<file path="config.mk">
export PLATFORM = sky130hd
export DESIGN_NAME = muldiv_unit
export DESIGN_NICKNAME = d
export VERILOG_FILES = /design/src/rtl/muldiv_unit.sv
export SDC_FILE = /design/constraint.sdc
export NUM_CORES = 1
export LEC_CHECK = 0
export BUFFER_PORTS_ARGS = -buffer_cell sky130_fd_sc_hd__buf_2
export CORE_MARGIN = 2
export CORE_UTILIZATION = 45
export DETAILED_ROUTE_END_ITERATION = 10
export HOLD_SLACK_MARGIN = 0.1
export SLEW_MARGIN = 20
export SYNTH_ARGS = -nofsm -noshare
export SYNTH_HDL_FRONTEND = slang
export SYNTH_SLANG_ARGS = --single-unit
</file>
<file path="constraint.sdc">
create_clock -name clk -period 8.82 [get_ports clk]
set_input_delay 0.441 -clock clk [delete_from_list [all_inputs] [get_ports clk]]
set_output_delay 0.441 -clock clk [all_outputs]
set_load 0.05 [all_outputs]
</file>
<file path="src/rtl/muldiv_unit.sv">
// Iterative multiply/divide engine: radix-2 shift-add multiply and restoring divide,
// signed and unsigned, with a start/done handshake and a divide-by-zero flag.
module muldiv_unit #(
    parameter int WIDTH = 32,
    parameter int CW    = $clog2(WIDTH + 1)
) (
    input  logic             clk,
    input  logic             reset,
    input  logic             start,
    input  logic [1:0]       op,
    input  logic [WIDTH-1:0] a,
    input  logic [WIDTH-1:0] b,
    output logic             busy,
    output logic             done,
    output logic             div_zero,
    output logic [WIDTH-1:0] hi,
    output logic [WIDTH-1:0] lo
);

    localparam logic [1:0] S_IDLE = 2'd0;
    localparam logic [1:0] S_PREP = 2'd1;
    localparam logic [1:0] S_ITER = 2'd2;
    localparam logic [1:0] S_FIX  = 2'd3;

    logic [1:0]         state_q, state_d;
    logic [1:0]         op_q, op_d;
    logic [WIDTH-1:0]   a_q, a_d;
    logic [WIDTH-1:0]   b_q, b_d;
    logic [CW-1:0]      cnt_q, cnt_d;
    logic [2*WIDTH-1:0] acc_q, acc_d;
    logic [WIDTH:0]     rem_q, rem_d;
    logic               neg_q, neg_d;
    logic               rneg_q, rneg_d;
    logic               busy_q, busy_d;
    logic               done_q, done_d;
    logic               dz_q, dz_d;
    logic [WIDTH-1:0]   hi_q, hi_d;
    logic [WIDTH-1:0]   lo_q, lo_d;

    logic               a_neg, b_neg;
    logic [WIDTH-1:0]   a_mag, b_mag;
    logic [WIDTH+1:0]   trial;
    logic [WIDTH:0]     sum;
    logic [2*WIDTH-1:0] prod;
    logic [WIDTH-1:0]   quo, remf;

    // op[0] selects unsigned, op[1] selects divide
    assign a_neg = ~op_q[0] & a_q[WIDTH-1];
    assign b_neg = ~op_q[0] & b_q[WIDTH-1];
    assign a_mag = a_neg ? -a_q : a_q;
    assign b_mag = b_neg ? -b_q : b_q;

    // rem_q stays below the divisor, so the top bit of trial is the borrow
    assign trial = {rem_q, acc_q[WIDTH-1]} - {2'b00, b_q};
    assign sum   = {1'b0, acc_q[2*WIDTH-1:WIDTH]} + (acc_q[0] ? {1'b0, a_q} : '0);
    assign prod  = neg_q ? -acc_q : acc_q;
    assign quo   = neg_q ? -acc_q[WIDTH-1:0] : acc_q[WIDTH-1:0];
    assign remf  = rneg_q ? -rem_q[WIDTH-1:0] : rem_q[WIDTH-1:0];

    always_comb begin
        state_d = state_q;
        op_d    = op_q;
        a_d     = a_q;
        b_d     = b_q;
        cnt_d   = cnt_q;
        acc_d   = acc_q;
        rem_d   = rem_q;
        neg_d   = neg_q;
        rneg_d  = rneg_q;
        busy_d  = busy_q;
        done_d  = 1'b0;
        dz_d    = 1'b0;
        hi_d    = hi_q;
        lo_d    = lo_q;
        case (state_q)
            S_IDLE: begin
                if (start) begin
                    op_d    = op;
                    a_d     = a;
                    b_d     = b;
                    busy_d  = 1'b1;
                    state_d = S_PREP;
                end
            end
            S_PREP: begin
                a_d    = a_mag;
                b_d    = b_mag;
                neg_d  = a_neg ^ b_neg;
                rneg_d = a_neg;
                if (op_q[1] && b_q == '0) begin
                    busy_d  = 1'b0;
                    done_d  = 1'b1;
                    dz_d    = 1'b1;
                    state_d = S_IDLE;
                end else begin
                    cnt_d   = '0;
                    rem_d   = '0;
                    acc_d   = op_q[1] ? {{WIDTH{1'b0}}, a_mag} : {{WIDTH{1'b0}}, b_mag};
                    state_d = S_ITER;
                end
            end
            S_ITER: begin
                if (op_q[1]) begin
                    if (!trial[WIDTH+1]) begin
                        rem_d = trial[WIDTH:0];
                        acc_d[WIDTH-1:0] = {acc_q[WIDTH-2:0], 1'b1};
                    end else begin
                        rem_d = {rem_q[WIDTH-1:0], acc_q[WIDTH-1]};
                        acc_d[WIDTH-1:0] = {acc_q[WIDTH-2:0], 1'b0};
                    end
                end else begin
                    acc_d = {sum, acc_q[WIDTH-1:1]};
                end
                cnt_d = cnt_q + CW'(1);
                if (cnt_q == CW'(WIDTH - 1))
                    state_d = S_FIX;
            end
            default: begin
                if (op_q[1]) begin
                    hi_d = remf;
                    lo_d = quo;
                end else begin
                    hi_d = prod[2*WIDTH-1:WIDTH];
                    lo_d = prod[WIDTH-1:0];
                end
                busy_d  = 1'b0;
                done_d  = 1'b1;
                state_d = S_IDLE;
            end
        endcase
    end

    always_ff @(posedge clk) begin
        if (!reset) begin
            state_q <= S_IDLE;
            op_q    <= '0;
            a_q     <= '0;
            b_q     <= '0;
            cnt_q   <= '0;
            acc_q   <= '0;
            rem_q   <= '0;
            neg_q   <= 1'b0;
            rneg_q  <= 1'b0;
            busy_q  <= 1'b0;
            done_q  <= 1'b0;
            dz_q    <= 1'b0;
            hi_q    <= '0;
            lo_q    <= '0;
        end else begin
            state_q <= state_d;
            op_q    <= op_d;
            a_q     <= a_d;
            b_q     <= b_d;
            cnt_q   <= cnt_d;
            acc_q   <= acc_d;
            rem_q   <= rem_d;
            neg_q   <= neg_d;
            rneg_q  <= rneg_d;
            busy_q  <= busy_d;
            done_q  <= done_d;
            dz_q    <= dz_d;
            hi_q    <= hi_d;
            lo_q    <= lo_d;
        end
    end

    assign busy     = busy_q;
    assign done     = done_q;
    assign div_zero = dz_q;
    assign hi       = hi_q;
    assign lo       = lo_q;

endmodule

</file>
==> summary.md <==
| Metric | Value |
|---|---|
| Skew final | 0.0134 ns |
| Number of max-cap violations | 0 |
| CTS tree | built |
| Setup TNS | 0 ns |
| Grt met2 use | 47.9% |
| Maximum VDD drop | 0.145 mV |
| Count of cell types in the netlist | 76 |
| Diode count | 0 |
| Met3 Usage GRT | 4.63% |
| # IOs | 136 |
| Number of global-route vias before repair | 15.8k |
| Synth Area per Inst | 7.61 um^2 |
| Global-route wire length before repair | 93.8 mm |
| Final wirelength | 61.2 mm |
| Slew HR | 22.5% |
| FILL cells | 3779 |
| CTS Buf Count | 30 |
| Gpl congestion | 0.926 |
| Starting Density | 45.4% |
| Std-Cell Rows | 71 |
| End-of-flow core utilization | 50.7% |
| Clock-pin slew on the worst setup and hold paths | 0.06 ns |
| Die footprint | 39300 um^2 |
| Synth Register Bits | 240 |
| Fin. Hold Viols | 0 |
| Tot GR Track Use | 30.8% |
| DR WL/cell | 21.8 um |
| Mapped Nets | 2371 |
| Cell Area, Synth | 17000 um^2 |
| Ys flop type | dfxtp_1 |
| Cells after synthesis | 2231 |
| Final ANT Viol Nets | 0 |
| Crit path capture type | flop |
| Layout Nets | 2412 |
| Syn. warnings | 0 |
| Post-CTS setup buffers | 0 |
| Final Cycle Share | 44.8% |
| Crit path time final | 3.95 ns |
| # H-tree levels | 1 |
| Worst min-delay path class | input pin to flop |
| Pin count of the biggest net entering global routing | 88 |
| Drc violations | 0 |
| Startpoint class of the critical path | flop |
| Status | finished, final reports clean |
| CP max FO | 35 |
| Most Crowded Layer GR | met2 |
| Fraction of layout cells with a size suffix above 1 | 10.5% |
| DP HPWL | 45.1 mm |
| Port Buffer Count | 135 |
| Router iterations before antenna repair | 8 |
| Met1 Resource Use GR | 43.2% |
| Seq/Total Area, Yosys | 28.3% |
| Area Overhead vs Synth | 11.7% |
| CTS root buffer | clkbuf_16 |
| Final std cells w/o fill | 2806 |
| CTS Buffer Depth | 3 |
| Core Region | 37400 um^2 |
| Placed insts | 2749 |
| Measured slew at the worst slew-check pin | 1.16 ns |
| Max-slew violations | 0 |
| Unrepaired setup endpoints after global routing | no |
| 1st-iter DRT viols | 1609 |
| Total number of vias | 17.2k |
| Static Leak | 7.45 nW |
| Worst Path Required | 9.29 ns |
| Die W | 198 um |
| Crit Path Class | flop to flop |
| Via density | 6.13 |
| Initial antenna violation count | 0 |
| Final setup vio count | 0 |
| Worst-Skew Late Latency | 0.58 ns |
| Clock net sink count | 240 |
| Chip Height | 198 um |
| EDFF count, synth | 0 |
| Global route overflow | 0 |
| Critical path data arrival time | 4.42 ns |
| Maximum clock frequency | 0.253 GHz |
| Pwr dens | 169 nW/um^2 |
| Async SR Flop Fraction | 0% |
metrics by stage:
step                      hold slack [ns]  power (W)  worst slack [ns]  cell area [um^2]
after floorplan                     0.433    0.00172              5.53             17000
after global placement              0.425    0.00195              5.04             17900
after detailed placement            0.431    0.00195              4.88             17900
after CTS                           0.111    0.00322              4.86             18900
after global routing                0.137    0.00336              4.41             19000
final                               0.125    0.00321              4.87             19000
path summary, 6_finish.rpt:
kind / startpoint / end / slack, ns / cells after the start
hold / removal: a[16] / a_q[16]$_SDFFE_PN0P_ / 0.13 / 3
setup / recovery: acc_q[0]$_SDFFE_PN0P_ / acc_q[61]$_SDFFE_PN0P_ / 4.87 / 14
setup reg to reg: acc_q[0]$_SDFFE_PN0P_ / acc_q[61]$_SDFFE_PN0P_ / 4.87 / 14
hold reg to reg: hi[11]$_SDFFE_PN0N_ / hi[11]$_SDFFE_PN0N_ / 0.43 / 2
cell type report:
cell class                      count  area [um^2]  area share (%)
Tap cell                          511          639            3.37
Clock inverter                      8         71.3           0.376
Inverter                           64          243            1.28
Multi-Input combinational cell   1780        11400            60.2
Timing Repair Buffer              156          838            4.42
Sequential cell                   240         4810            25.4
Clock buffer                       47          936            4.94
synth_stat cells, drive strengths merged (41+ instances only):
library cell	count	area, um^2
a21oi	145	726
nor2	207	777
inv	64	240
xor2	85	752
o31ai	41	318
dfxtp	240	4800
nand2	263	987
mux2i	45	450
ha	69	863
a211oi	87	653
nor3	52	260
o21ai	160	801
xnor2	112	981
clkbuf	125	469
nand3	47	235
critical path: stages, from the launching register on:
cell and delay [ns]:
dfxtp_1 0.84, inv_1 0.20, nor2_1 0.16, ha_1 0.19
inv_1 0.06, fa_1 0.38, nor2b_1 0.21, o2111ai_1 0.16
a31oi_1 0.21, o41a_1 0.27, a21oi_1 0.13, o21ai_0 0.36
a221o_1 0.31, mux2i_1 0.10, a221o_1 0.25
logic make-up (layout without fill, tap and decap cells):
logic type / after synthesis / in the layout / share of synthesized area [%]
xor+xnor: 197 / 197 / 10.2
flops: 240 / 240 / 28.3
buf+inv: 211 / 275 / 4.70
compound gates: 700 / 700 / 27.5
fa+ha+maj: 71 / 71 / 5.32
mux: 52 / 52 / 3.12
simple gates: 760 / 760 / 20.8
registers in the layout, summed over array words and instances, names as in the netlist:
signal and count:
neg_q 1, div_zero 1, rem_q 33, hi 32, done 1, lo 32
rneg_q 1, acc_q 64, cnt_q 6, a_q 32, op_q 2, state_q 2
busy 1, b_q 32
layout by cell type, fill, tap and decap left out, types with 63 or more instances in the layout:
cell type  instances
a211oi_1          86
a21oi_1          145
buf_2            135
dfxtp_1          238
ha_1              69
inv_1             63
nand2_1          262
nor2_1           206
o21ai_0          156
xnor2_1          112
xor2_1            84
repair_timing:
action	CTS	global route
setup endpoints to repair	0	0
hold endpoints to repair	2	0
hold buffers	2	0
resized for setup	0	0
routing by layer:
metal	share of wire [%]	wire (um)
met2	45	27300
met4	3.6	2180
met3	7.2	4410
met1	45	27300
met5	0	0
report_power, final:
group	internal (W)	leakage, nW	total, W	switching [W]
sequential	0.00114	1.95	0.00123	0.0000892
combinational	0.000249	4.99	0.000721	0.000472
clock	0.000752	0.499	0.00126	0.000513
total	0.00214	7.45	0.00321	0.00107
Note: power is estimated with default switching activity, not from simulation.
